==> src/rtl/branch_resolve_if.sv <==
// Handshake bundle between the execute-stage branch resolver, the issue side,
// the shared ALU comparator and the PC/trap consumer.
interface branch_resolve_if #(
  parameter int XLEN = 32
);
  logic            req_valid;
  logic            req_ready;
  logic [1:0]      req_kind;
  logic [2:0]      req_funct3;
  logic [XLEN-1:0] req_pc;
  logic [XLEN-1:0] req_imm;
  logic [XLEN-1:0] req_rs1;

  logic            cmp_req;
  logic            cmp_valid;
  logic            cmp_equ;
  logic            cmp_lt;
  logic            cmp_ltu;

  logic            res_valid;
  logic            res_ready;
  logic            res_taken;
  logic [XLEN-1:0] res_target;
  logic [XLEN-1:0] res_link;
  logic            res_misalign;
  logic            res_illegal;
  logic            res_timeout;
  logic            flush;

  // Environment side: issue, comparator and result consumer.
  modport master (
    output req_valid, req_kind, req_funct3, req_pc, req_imm, req_rs1,
    input  req_ready,
    input  cmp_req,
    output cmp_valid, cmp_equ, cmp_lt, cmp_ltu,
    input  res_valid, res_taken, res_target, res_link,
    input  res_misalign, res_illegal, res_timeout, flush,
    output res_ready
  );

  // Resolver side.
  modport slave (
    input  req_valid, req_kind, req_funct3, req_pc, req_imm, req_rs1,
    output req_ready,
    output cmp_req,
    input  cmp_valid, cmp_equ, cmp_lt, cmp_ltu,
    output res_valid, res_taken, res_target, res_link,
    output res_misalign, res_illegal, res_timeout, flush,
    input  res_ready
  );
endinterface

==> src/rtl/branch_resolve_ctrl.sv <==
// Execute-stage control-transfer resolver: IDLE -> (CMP) -> RESP.
// Conditional branches borrow the shared ALU comparator; jumps and illegal
// requests go straight to RESP. The result is held until accepted, and a
// taken, aligned, legal redirect raises flush in the handshake cycle.
module branch_resolve_ctrl #(
  parameter int XLEN        = 32,
  parameter int IALIGN      = 32,
  parameter int CMP_TIMEOUT = 16
) (
  input  logic             clk,
  input  logic             rst,
  input  logic             kill,
  branch_resolve_if.slave  bus
);
  localparam int CW = (CMP_TIMEOUT > 1) ? $clog2(CMP_TIMEOUT) : 1;

  typedef enum logic [1:0] {IDLE, CMP, RESP} state_t;

  state_t          state;
  logic [2:0]      f3_q;
  logic [XLEN-1:0] tgt_q;
  logic [XLEN-1:0] link_q;
  logic [CW-1:0]   cnt;
  logic            flush_ok;

  logic            accept;
  logic            illegal_in;
  logic [XLEN-1:0] seq_in;
  logic [XLEN-1:0] jtgt_in;
  logic            j_mis;
  logic            cmp_tk;
  logic            br_mis;

  // funct3[2:1] picks the flag, funct3[0] inverts it.
  function automatic logic cond_taken(input logic [2:0] f3, input logic equ,
                                      input logic lt, input logic ltu);
    logic r;
    case (f3[2:1])
      2'b00:   r = equ;
      2'b10:   r = lt;
      2'b11:   r = ltu;
      default: r = 1'b0;
    endcase
    return r ^ f3[0];
  endfunction

  assign accept        = bus.req_valid & bus.req_ready;
  assign bus.req_ready = (state == IDLE) & ~rst;
  // Flush belongs to the handshake cycle itself, so it is qualified live.
  assign bus.flush     = bus.res_valid & bus.res_ready & flush_ok & ~kill & ~rst;

  // Decode of the incoming request and of the pending branch outcome.
  always_comb begin
    illegal_in = (bus.req_kind == 2'b11) ||
                 (bus.req_kind == 2'b00 && bus.req_funct3[2:1] == 2'b01);
    seq_in     = bus.req_pc + XLEN'(4);
    jtgt_in    = (bus.req_kind == 2'b10) ? ((bus.req_rs1 + bus.req_imm) & ~XLEN'(1))
                                         : (bus.req_pc + bus.req_imm);
    j_mis      = (IALIGN == 32) && jtgt_in[1];
    cmp_tk     = cond_taken(f3_q, bus.cmp_equ, bus.cmp_lt, bus.cmp_ltu);
    br_mis     = (IALIGN == 32) && tgt_q[1];
  end

  // Resolver FSM with registered result outputs; kill and reset abort alike.
  always_ff @(posedge clk) begin
    if (rst || kill) begin
      state            <= IDLE;
      cnt              <= '0;
      flush_ok         <= 1'b0;
      bus.cmp_req      <= 1'b0;
      bus.res_valid    <= 1'b0;
      bus.res_taken    <= 1'b0;
      bus.res_target   <= '0;
      bus.res_link     <= '0;
      bus.res_misalign <= 1'b0;
      bus.res_illegal  <= 1'b0;
      bus.res_timeout  <= 1'b0;
    end else begin
      bus.cmp_req <= 1'b0;
      case (state)
        IDLE: if (accept) begin
          f3_q             <= bus.req_funct3;
          tgt_q            <= bus.req_pc + bus.req_imm;
          link_q           <= seq_in;
          cnt              <= '0;
          bus.res_link     <= seq_in;
          bus.res_timeout  <= 1'b0;
          if (illegal_in) begin
            state            <= RESP;
            bus.res_valid    <= 1'b1;
            bus.res_taken    <= 1'b0;
            bus.res_target   <= seq_in;
            bus.res_misalign <= 1'b0;
            bus.res_illegal  <= 1'b1;
            flush_ok         <= 1'b0;
          end else if (bus.req_kind == 2'b00) begin
            state            <= CMP;
            bus.cmp_req      <= 1'b1;
          end else begin
            state            <= RESP;
            bus.res_valid    <= 1'b1;
            bus.res_taken    <= 1'b1;
            bus.res_target   <= jtgt_in;
            bus.res_misalign <= j_mis;
            bus.res_illegal  <= 1'b0;
            flush_ok         <= ~j_mis;
          end
        end
        CMP: begin
          if (bus.cmp_valid) begin
            state            <= RESP;
            bus.res_valid    <= 1'b1;
            bus.res_taken    <= cmp_tk;
            bus.res_target   <= cmp_tk ? tgt_q : link_q;
            bus.res_misalign <= cmp_tk & br_mis;
            bus.res_illegal  <= 1'b0;
            flush_ok         <= cmp_tk & ~br_mis;
          end else if (CMP_TIMEOUT != 0 && cnt == CW'(CMP_TIMEOUT - 1)) begin
            state            <= RESP;
            bus.res_valid    <= 1'b1;
            bus.res_taken    <= 1'b0;
            bus.res_target   <= link_q;
            bus.res_misalign <= 1'b0;
            bus.res_illegal  <= 1'b0;
            bus.res_timeout  <= 1'b1;
            flush_ok         <= 1'b0;
          end else begin
            cnt <= cnt + CW'(1);
          end
        end
        RESP: if (bus.res_ready) begin
          state            <= IDLE;
          flush_ok         <= 1'b0;
          bus.res_valid    <= 1'b0;
          bus.res_taken    <= 1'b0;
          bus.res_target   <= '0;
          bus.res_link     <= '0;
          bus.res_misalign <= 1'b0;
          bus.res_illegal  <= 1'b0;
          bus.res_timeout  <= 1'b0;
        end
        default: state <= IDLE;
      endcase
    end
  end
endmodule

==> src/flat_wrapper.sv <==
// flat-port wrapper written by rule: the top's interface ports become plain ports
module branch_resolve_ctrl_flat 
#(
  parameter int XLEN        = 32,
  parameter int IALIGN      = 32,
  parameter int CMP_TIMEOUT = 16
)
  (clk, rst, kill, bus_req_valid, bus_req_kind, bus_req_funct3, bus_req_pc, bus_req_imm, bus_req_rs1, bus_req_ready, bus_cmp_req, bus_cmp_valid, bus_cmp_equ, bus_cmp_lt, bus_cmp_ltu, bus_res_valid, bus_res_taken, bus_res_target, bus_res_link, bus_res_misalign, bus_res_illegal, bus_res_timeout, bus_flush, bus_res_ready);
  branch_resolve_if #(.XLEN(XLEN)) bus_i ();
  input  logic clk;
  input  logic rst;
  input  logic kill;
  input wire logic [$bits(bus_i.req_valid)-1:0] bus_req_valid;
  input wire logic [$bits(bus_i.req_kind)-1:0] bus_req_kind;
  input wire logic [$bits(bus_i.req_funct3)-1:0] bus_req_funct3;
  input wire logic [$bits(bus_i.req_pc)-1:0] bus_req_pc;
  input wire logic [$bits(bus_i.req_imm)-1:0] bus_req_imm;
  input wire logic [$bits(bus_i.req_rs1)-1:0] bus_req_rs1;
  output wire logic [$bits(bus_i.req_ready)-1:0] bus_req_ready;
  output wire logic [$bits(bus_i.cmp_req)-1:0] bus_cmp_req;
  input wire logic [$bits(bus_i.cmp_valid)-1:0] bus_cmp_valid;
  input wire logic [$bits(bus_i.cmp_equ)-1:0] bus_cmp_equ;
  input wire logic [$bits(bus_i.cmp_lt)-1:0] bus_cmp_lt;
  input wire logic [$bits(bus_i.cmp_ltu)-1:0] bus_cmp_ltu;
  output wire logic [$bits(bus_i.res_valid)-1:0] bus_res_valid;
  output wire logic [$bits(bus_i.res_taken)-1:0] bus_res_taken;
  output wire logic [$bits(bus_i.res_target)-1:0] bus_res_target;
  output wire logic [$bits(bus_i.res_link)-1:0] bus_res_link;
  output wire logic [$bits(bus_i.res_misalign)-1:0] bus_res_misalign;
  output wire logic [$bits(bus_i.res_illegal)-1:0] bus_res_illegal;
  output wire logic [$bits(bus_i.res_timeout)-1:0] bus_res_timeout;
  output wire logic [$bits(bus_i.flush)-1:0] bus_flush;
  input wire logic [$bits(bus_i.res_ready)-1:0] bus_res_ready;
  assign bus_i.req_valid = bus_req_valid;
  assign bus_i.req_kind = bus_req_kind;
  assign bus_i.req_funct3 = bus_req_funct3;
  assign bus_i.req_pc = bus_req_pc;
  assign bus_i.req_imm = bus_req_imm;
  assign bus_i.req_rs1 = bus_req_rs1;
  assign bus_req_ready = bus_i.req_ready;
  assign bus_cmp_req = bus_i.cmp_req;
  assign bus_i.cmp_valid = bus_cmp_valid;
  assign bus_i.cmp_equ = bus_cmp_equ;
  assign bus_i.cmp_lt = bus_cmp_lt;
  assign bus_i.cmp_ltu = bus_cmp_ltu;
  assign bus_res_valid = bus_i.res_valid;
  assign bus_res_taken = bus_i.res_taken;
  assign bus_res_target = bus_i.res_target;
  assign bus_res_link = bus_i.res_link;
  assign bus_res_misalign = bus_i.res_misalign;
  assign bus_res_illegal = bus_i.res_illegal;
  assign bus_res_timeout = bus_i.res_timeout;
  assign bus_flush = bus_i.flush;
  assign bus_i.res_ready = bus_res_ready;
  branch_resolve_ctrl #(.XLEN(XLEN), .IALIGN(IALIGN), .CMP_TIMEOUT(CMP_TIMEOUT)) u_core (.clk(clk), .rst(rst), .kill(kill), .bus(bus_i));
endmodule
==> config.mk <==
export PLATFORM = sky130hd
export DESIGN_NAME = branch_resolve_ctrl_flat
export DESIGN_NICKNAME = d
export VERILOG_FILES = /design/src/rtl/branch_resolve_if.sv /design/src/rtl/branch_resolve_ctrl.sv /design/src/flat_wrapper.sv
export SDC_FILE = /design/constraint.sdc
export NUM_CORES = 1
export LEC_CHECK = 0
export BUFFER_PORTS_ARGS = -buffer_cell sky130_fd_sc_hd__clkbuf_2
export CORE_ASPECT_RATIO = 2
export CORE_UTILIZATION = 61
export CTS_CLUSTER_SIZE = 14
export DETAILED_ROUTE_END_ITERATION = 6
export HOLD_SLACK_MARGIN = 0.1
export PLACE_DENSITY = 0.9
export SYNTH_ARGS = -nofsm -noshare
export SYNTH_HDL_FRONTEND = slang
export SYNTH_SLANG_ARGS = --single-unit
==> constraint.sdc <==
create_clock -name clk -period 10.28 [get_ports clk]
set_input_delay 1.542 -clock clk [delete_from_list [all_inputs] [get_ports clk]]
set_output_delay 1.542 -clock clk [all_outputs]
set_load 0.01 [all_outputs]
==> run metrics, run 1 <==
status=finished, final reports clean; PnR worst setup slack=a little over 6 ns; Core Area=15400 um2; Max clock buf depth=2; final wirelength=approximately 32 mm; routed len/inst=between 20 and 25 um; # IOs=between 150 and 200; Final Skew=0.00907 ns; fin nets=~1400; share of flip-flops with an asynchronous set or reset=0; crit-path cells=clkbuf_2 -> or2_2 -> nor2_1 -> clkbuf_2; Yosys warnings=0; Pins Over Slew Limit=0; Mapped Area=between 9000 and 10000 um2; first-pass GRT wire length=just under 50 mm; Max-slew headroom=0.360; # diodes=0; P per Cell Area=approximately 150 nW/um2; critical path launch point type=input port; max_cap viols=0; share of the cycle needed by the critical path after routing=0.409; CP arrival=between 2 and 3 ns; DR iter-0 viols=roughly 1000; Buf/Inv on CP=2; total grt overflow=0; Final GP Congestion=~0.98; final setup fails=0; detailed-route DRC error count=0; Least-Margin Pin Slew=around 0.96 ns; most frequent cells in the layout=181 x clkbuf_2, 103 x nor2_1, 99 x a21oi_1, 93 x nand2_1, 77 x dfxtp_1; Worst path top cell family by delay=simple AND/OR/NAND/NOR gates; Crit. path cell count=4; syn avg cell area=8.96 um2; Reg2Reg Depth=11; final setup TNS=0 ns; Routed Antenna Nets=0; PortBufs=~180; Die Y=180 um; setup bufs post-CTS=0; final worst path period need=approximately 4.2 ns; initial core utilization=0.628; worst slack at placement=5.77 ns; vias in the first global route=9627; layout cell share with drive strength beyond 1=0.209; H-tree levels=4; crit path kind=in2out; EDFF count, synth=67; vias=approximately 9700; Area growth syn-to-layout=17.3%; DRT Pass-1 Iters=6; FF+latch count, synth=between 100 and 150; CTS tree=done; Hold Crit Class=reg2reg; Die ar.=16400 um2; Die W=a little over 90 um; Cells after Synth=approximately 1100; clock root buffer=clkbuf_16; cts hold-fix bufs=0; Slowest Stage Delay on Critical Path=0.63 ns; fmax=approximately 240 MHz; CP Max Fanout=41; initial antenna violation count=0; Distinct cells, synth=76; clock sinks=~140; WHS Path Cells=2; commonest non-fill, non-tap cell in the layout=clkbuf_2; Total Routing Usage GR=0.391; largest net degree at the start of global routing=42; RSZ-0062 raised after global routing=no; most used cell, CP=clkbuf_2; Critical Path RT=8.74 ns; routed vias/inst=approximately 6.7; Final Hold Vio Count=0; Worst path slowest cell=or2_2; Seq/Total Area, Yosys=0.368; VDD IR max=~0.11 mV; row count=64; hpwl dp=around 24 mm; CTS clk-pin slew, worst paths=~0.06 ns; Synth Flop Type=dfxtp_1; Lkg Pwr=approximately 0.0047 uW; # resized after CTS=0; worst skew pair latency=0.43 ns; Num CTS Buffers=17; syn_nets=1256; crit end category=primary output
==> worst min-delay path, cell delays in order (launching register included) <==
cell and delay [ns]:
dfxtp_1 0.31, nand2_1 0.05, a21oi_1 0.05
==> cell type report <==
type                    instances  area, um2
multi-input cells             854       5820
fillers                      1186       4060
flip-flops and latches        144       3550
repair buffers                192        988
clock buffers                  18        429
well taps                     198        248
clock inverters                14        190
inverters                      25       93.8
==> report_power, final <==
part,internal [uW],switching [uW]
Combinational,163,279
Clock,406,252
Sequential,629,10.4
==> cell families (layout without fill, tap and decap cells) <==
logic type / after synthesis / count (layout) / share of synthesized area
AOI/OAI and AO/OA: 363 / 363 / 0.262
and+or+nand+nor: 326 / 326 / 0.157
DFF: 144 / 144 / 0.368
xor gates and xnor gates: 87 / 87 / 0.0789
buffers and inverters: 79 / 249 / 0.0334
adders and majority gates: 69 / 69 / 0.0910
muxes: 9 / 9 / 0.00985
==> cell usage after synthesis, types with 22 or more instances <==
master	n	area, um2
dfxtp_1	77	1540
xor2_1	27	236
nor2_1	107	402
a22oi_1	29	218
a221oi_1	23	201
a21o_1	24	180
xnor2_1	60	526
inv_1	25	93.8
a221o_1	22	220
ha_1	67	838
a21oi_1	100	500
edfxtp_1	67	2010
o21ai_0	68	340
clkbuf_1	45	169
nand3_1	33	165
nand2_1	93	349
==> metrics by stage <==
step	total power [uW]	util	instances	instance area, um2	hold WS (ns)
finish	1740	0.736	1445	11300	0.462
CTS	1720	0.736	1445	11300	0.459
detailed placement	1080	0.696	1413	10700	0.450
global placement	1070	0.696	1413	10700	0.447
floorplan	937	-	1077	9650	0.458
global route	1790	0.736	1445	11300	0.482
==> per-layer routing <==
layer	share of wire	wire length, um	up-vias	GRT usage
met5	0	0	-	0
met2	0.51	16100	637	0.681
met4	0.092	2930	0	0.324
met3	0.077	2460	193	0.0698
met1	0.33	10400	4481	0.400
li1	-	-	4378	-
==> sequential cells by signal (all words and copies together), names as in the netlist <==
name and count:
u_core.bus.cmp_req 1, u_core.bus.res_illegal 1, u_core.bus.res_link 32, u_core.bus.res_misalign 1
u_core.bus.res_taken 1, u_core.bus.res_target 32, u_core.bus.res_timeout 1, u_core.bus.res_valid 1
u_core.cnt 4, u_core.f3_q 3, u_core.flush_ok 1, u_core.link_q 32
u_core.state 2, u_core.tgt_q 32
==> final timing paths <==
path,from,to,slack [ns]
setup / recovery,kill,bus_flush,6.07
hold reg to reg,u_core.bus.res_misalign$_SDFFE_PP0P_,u_core.bus.res_misalign$_SDFFE_PP0P_,0.46
hold / removal,u_core.bus.res_misalign$_SDFFE_PP0P_,u_core.bus.res_misalign$_SDFFE_PP0P_,0.46
setup reg to reg,u_core.state[0]$_SDFFE_PP0P_,u_core.bus.res_target[6]$_SDFFE_PP0P_,6.72
No activity file was read; power rests on OpenSTA's default activity.
==> inputs of run 2 (changes only) <==
CORE_UTILIZATION = 57   (was 61)
PLACE_DENSITY = 0.85   (was 0.9)
clock period = 4 ns   (was 10.28 ns; I/O delays follow)
==> run 2 against run 1 <==
  * The flow now finishes with violations (design-rule violations)
  * Total power is 150% higher
  * Design area is 0.25% higher
  * Hold slack worse by 0.10 ns
  * Worst setup slack worse by 5.2 ns
  * Routed wire length is 0.76% lower
  * Clock skew is 0.0018 ns higher
  * Core utilization is 5.6 points lower
  * Sequential cell count stayed put
  * First-iteration DRC count is 14% lower
  * Sequential power grew to 2.6 times the previous value
  * Critical endpoint is now u_core.bus.res_target[30]$_SDFFE_PP0P_
  * Largest power group is now registers
==> run metrics, run 2 (synthesis gave the netlist of run 1 again) <==
status=complete, but fails checks; failing checks=design-rule violations; DR WL met2=16.2 mm; Die W=roughly 94 um; clock root buffer=clkbuf_16; Register Area=between 3000 and 4000 um2; worst skew pair latency=between 0.4 and 0.5 ns; final setup fails=0; routed vias/inst=around 6.6; fin nets=~1400; Filler cells=between 1000 and 1500; # IOs=182; VDD IR max=a little over 0.3 mV; critical path launch point type=input port; CTS tree=done; final wirelength=~32 mm; hpwl dp=~24 mm; Area growth syn-to-layout=17.6%; clock sinks=approximately 140; routed len/inst=between 20 and 25 um; CTS clk-pin slew, worst paths=around 0.06 ns; max_cap viols=0; Lkg Pwr=0.00476 uW; Die Y=186 um; Max-slew headroom=0.373; vias=slightly below 10000; routed wl met3=2.47 mm; Least-Margin Pin Slew=~0.94 ns; Final Skew=between 0.01 and 0.015 ns; total grt overflow=0; Worst Setup SP=bus_req_imm[0]; Buf/Inv on CP=2; crit-path cells=clkbuf_2 -> and2_1 -> fa_1 -> a211oi_1 -> o21ai_1 -> a41o_1 -> a211oi_1 -> buf_4 -> nor4_1 -> or3_1 -> a21oi_1 -> o21ai_0 -> o211a_1; share of the cycle needed by the critical path after routing=0.786; CP arrival=3.45 ns; most used cell, CP=a211oi_1; Hold Crit Class=in2reg; Die ar.=17500 um2; top layer in use=met4; Worst path top cell family by delay=compound AO/OA/AOI/OAI gates; post-route cell area=11300 um2; setup bufs post-CTS=0; placed instance area=between 10000 and 15000 um2; layout cell share with drive strength beyond 1=0.215; final worst path period need=between 3 and 4 ns; worst reg2reg path startpoint=u_core.state[0]$_SDFFE_PP0P_; row count=67; # diodes=0; Pins Over Slew Limit=0; RSZ-0062 raised after global routing=no; CP Max Fanout=4; crit path kind=in2reg; first-pass GRT wire length=48.2 mm; Min-Delay Startpoint=bus_req_funct3[0]; initial core utilization=0.579; Core Area=about 17000 um2; Worst path slowest cell=fa_1; DR iter-0 viols=887; Num CTS Buffers=17; initial antenna violation count=0; most frequent cells in the layout=181 x clkbuf_2, 104 x nor2_1, 99 x a21oi_1, 93 x nand2_1, 77 x dfxtp_1; Final Hold Vio Count=0; DRT Pass-1 Iters=7; commonest non-fill, non-tap cell in the layout=clkbuf_2; PortBufs=roughly 180; area of the multi-input gates=5800 um2; Metal-1 WL=between 10 and 15 mm; Critical Path RT=4.31 ns; Slowest Stage Delay on Critical Path=~0.42 ns; total power=between 4000 and 5000 uW; final setup TNS=0 ns; P per Cell Area=around 380 nW/um2; Max clock buf depth=2; detailed-route DRC error count=2; largest net degree at the start of global routing=65; H-tree levels=4; vias in the first global route=approximately 9400; Routed Antenna Nets=0; Total Routing Usage GR=0.366; Final GP Congestion=just over 0.9; cts hold-fix bufs=0; # resized after CTS=0; crit end category=flop; fmax=around 320 MHz
-- run 2: cell count changes in the layout (fill, tap and decap cells not counted), sizes merged --
cell / before / now
buf: 11 / 24
bufinv: 4 / 0
clkbuf: 199 / 202
inv: 26 / 27
-- run 2: where the power goes --
part           internal [uW]  total [uW]  switching (uW)
Sequential              1620        1640            26.4
Combinational            431        1150             719
Clock                    851        1500             645
-- run 2: metal layers --
layer  up-vias  GRT usage
li1       4406          -
met1      4544      0.380
met2       573      0.654
met3       165     0.0666
met4         0      0.252
met5         -          0
-- run 2: worst paths after layout --
path	endpoint	slack (ns)	depth (start not counted)
max	u_core.bus.res_target[30]$_SDFFE_PP0P_	0.86	13
min	u_core.f3_q[0]$_DFFE_PP_	0.36	1
max reg2reg	u_core.bus.res_target[6]$_SDFFE_PP0P_	0.91	10
min reg2reg	u_core.bus.res_illegal$_SDFFE_PP0P_	0.46	2
-- run 2: layout make-up --
cell class              count  share of cell area
multi-input cells         854               0.511
flip-flops and latches    144               0.313
repair buffers            205              0.0957
clock buffers              21              0.0416
well taps                 207              0.0228
inverters                  25             0.00827
clock inverters            11             0.00728
-- run 2: worst register-to-register path: stages (launching register included) --
cell,delay [ns]
dfxtp_1,0.38
inv_1,0.08
ha_1,0.25
o21ai_0,0.18
a21boi_1,0.38
nand2_1,0.24
nor3b_4,0.66
o21ai_0,0.24
a221oi_1,0.28
o21ai_0,0.15
o211a_1,0.15
-- run 2: metrics by stage --
step | util | instances | hold WS [ns] | setup WS [ns]
2_1_floorplan | - | 1077 | 0.458 | 0.836
3_3_place_gp | 0.647 | 1435 | 0.442 | 0.547
3_5_place_dp | 0.647 | 1435 | 0.448 | 0.491
4_1_cts | 0.680 | 1467 | 0.354 | 0.907
5_1_grt | 0.680 | 1467 | 0.346 | 0.732
6_report | 0.680 | 1467 | 0.360 | 0.856
==> inputs of run 3 (changes only) <==
clock period = 3.2 ns   (was 4 ns; I/O delays follow)
==> run 3 against run 2 <==
  * The flow now finishes without violations
  * Routed wire length rose by 1.6%
  * Combinational power rose by 32%
  * Clock power rose by 43%
  * Non-clock buffer count rose by 43
  * Hold slack got worse by 0.12 ns
  * Sequential power rose by 25%
  * Final cell count rose by 2.9%
  * Largest power group is now clock
==> run metrics, run 3 (synthesis gave the netlist of run 1 again) <==
Final Skew=between 0.009 and 0.01 ns; Area growth syn-to-layout=22.1%; Register Area=3550 um2; max_cap viols=0; crit end category=flop; H-tree levels=4; row count=67; Reg2Reg Setup Slack=0.35 ns; Pins Over Slew Limit=0; first-pass GRT wire length=roughly 48 mm; clock sinks=approximately 140; area of the multi-input gates=~5800 um2; post-route cell area=about 12000 um2; CP Capture Point=u_core.bus.res_target[30]$_SDFFE_PP0P_; RSZ-0062 raised after global routing=no; clock root buffer=clkbuf_16; Net Sw Frac=0.313; CTS clk-pin slew, worst paths=~0.070 ns; status=finished, final reports clean; Final GP Congestion=about 0.9; DR iter-0 viols=roughly 850; P per Cell Area=just under 500 nW/um2; Num CTS Buffers=17; Total Routing Usage GR=0.370; DRT Pass-1 Iters=6; Lkg Pwr=~0.0050 uW; placed instance area=~11000 um2; Max-slew headroom=0.399; share of the cycle needed by the critical path after routing=0.911; Reg2Reg Depth=10; final setup TNS=0 ns; Reg-to-Reg End=u_core.bus.res_target[24]$_SDFFE_PP0P_; final worst path period need=between 2 and 3 ns; Filler cells=around 1300; Clk pwr share=0.375; CP arrival=~3.2 ns; initial antenna violation count=0; total power=5710 uW; hold_ws=approximately 0.24 ns; Die ar.=17500 um2; worst slack at placement=-0.0381 ns; Max clock buf depth=2; Critical Path RT=3.51 ns; PortBufs=about 180; # IOs=around 180; fmax=between 300 and 400 MHz; final setup fails=0; routed vias/inst=6.63; Final Hold Vio Count=0; VDD IR max=between 0.3 and 0.4 mV; worst skew pair latency=roughly 0.43 ns; Die W=approximately 94 um; Core Area=~17000 um2; critical path launch point type=input port; worst reg2reg path startpoint=u_core.state[0]$_SDFFE_PP0P_; Die Y=about 190 um; hpwl dp=24.6 mm; vias in the first global route=approximately 9600; part of the power in registers=0.360; fin nets=around 1500; Worst Setup SP=bus_req_imm[0]; total grt overflow=0; detailed-route DRC error count=0; routed len/inst=approximately 21 um; Routed Antenna Nets=0; CP Max Fanout=4; vias=10000; PnR worst setup slack=about 0.28 ns; Switching Power=1790 uW; crit path kind=in2reg; largest net degree at the start of global routing=42; CTS tree=done; most frequent cells in the layout=181 x clkbuf_2, 104 x nor2_1, 99 x a21oi_1, 93 x nand2_1, 77 x dfxtp_1; combinational share of power=0.266; internal power=a little under 4000 uW; layout cell share with drive strength beyond 1=0.243; initial core utilization=0.579; # diodes=0; final wirelength=~32 mm; commonest non-fill, non-tap cell in the layout=clkbuf_2; Min-Delay Startpoint=bus_req_funct3[0]; Hold Crit Class=in2reg; Least-Margin Pin Slew=0.901 ns
run 3: metal layers:
metal | GRT usage | wire, um | vias to the layer above
li1 | - | - | 4470
met1 | 0.367 | 10500 | 4650
met2 | 0.652 | 16300 | 668
met3 | 0.0613 | 2340 | 221
met4 | 0.322 | 3150 | 0
met5 | 0 | 0 | -
run 3: stage by stage:
| stage | std cells | util |
|---|---|---|
| 4_1_cts | 1510 | 0.706 |
| 3_5_place_dp | 1478 | 0.668 |
| 5_1_grt | 1510 | 0.707 |
| 3_3_place_gp | 1478 | 0.668 |
| 6_report | 1510 | 0.707 |
| 2_1_floorplan | 1077 | - |
run 3: worst min path at each step:
stage	endpoint	cells past startpoint
global route	u_core.f3_q[0]$_DFFE_PP_	1
finish	u_core.f3_q[0]$_DFFE_PP_	1
global placement	u_core.bus.res_misalign$_SDFFE_PP0P_	2
CTS	u_core.f3_q[0]$_DFFE_PP_	1
floorplan	u_core.cnt[3]$_SDFFE_PP0P_	2
detailed placement	u_core.bus.res_misalign$_SDFFE_PP0P_	2
run 3: layout make-up:
type / instances / share of cell area
sequential: 144 / 0.301
clock inverter: 11 / 0.0117
tap: 207 / 0.0220
clock buffer: 21 / 0.0427
multi-input combinational: 854 / 0.493
timing repair buffer: 248 / 0.122
inverter: 25 / 0.00796
run 3: repair_timing:
item,4_1_cts,5_1_grt
setup endpoints to repair,0,1
setup buffers,0,0
hold buffers,0,0
gates resized for setup,0,1
hold endpoints to repair,0,0
run 3: power by group through the flow:
stage / combinational (uW) / sequential, uW / clock (uW)
global placement: 1440 / 2090 / 0
detailed placement: 1460 / 2090 / 0
floorplan: 915 / 2090 / 0
global route: 1630 / 2060 / 2200
finish: 1520 / 2050 / 2140
CTS: 1480 / 2050 / 2130
run 3: worst max-delay path: stages:
cell and delay, ns:
clkbuf_2 0.11, and2_1 0.17, fa_1 0.39, a211oi_1 0.37
o21ai_1 0.12, a41o_1 0.30, a211oi_1 0.21, buf_4 0.18
nor4_1 0.08, or3_1 0.37, a21oi_1 0.18, o21ai_0 0.13
o211a_1 0.16
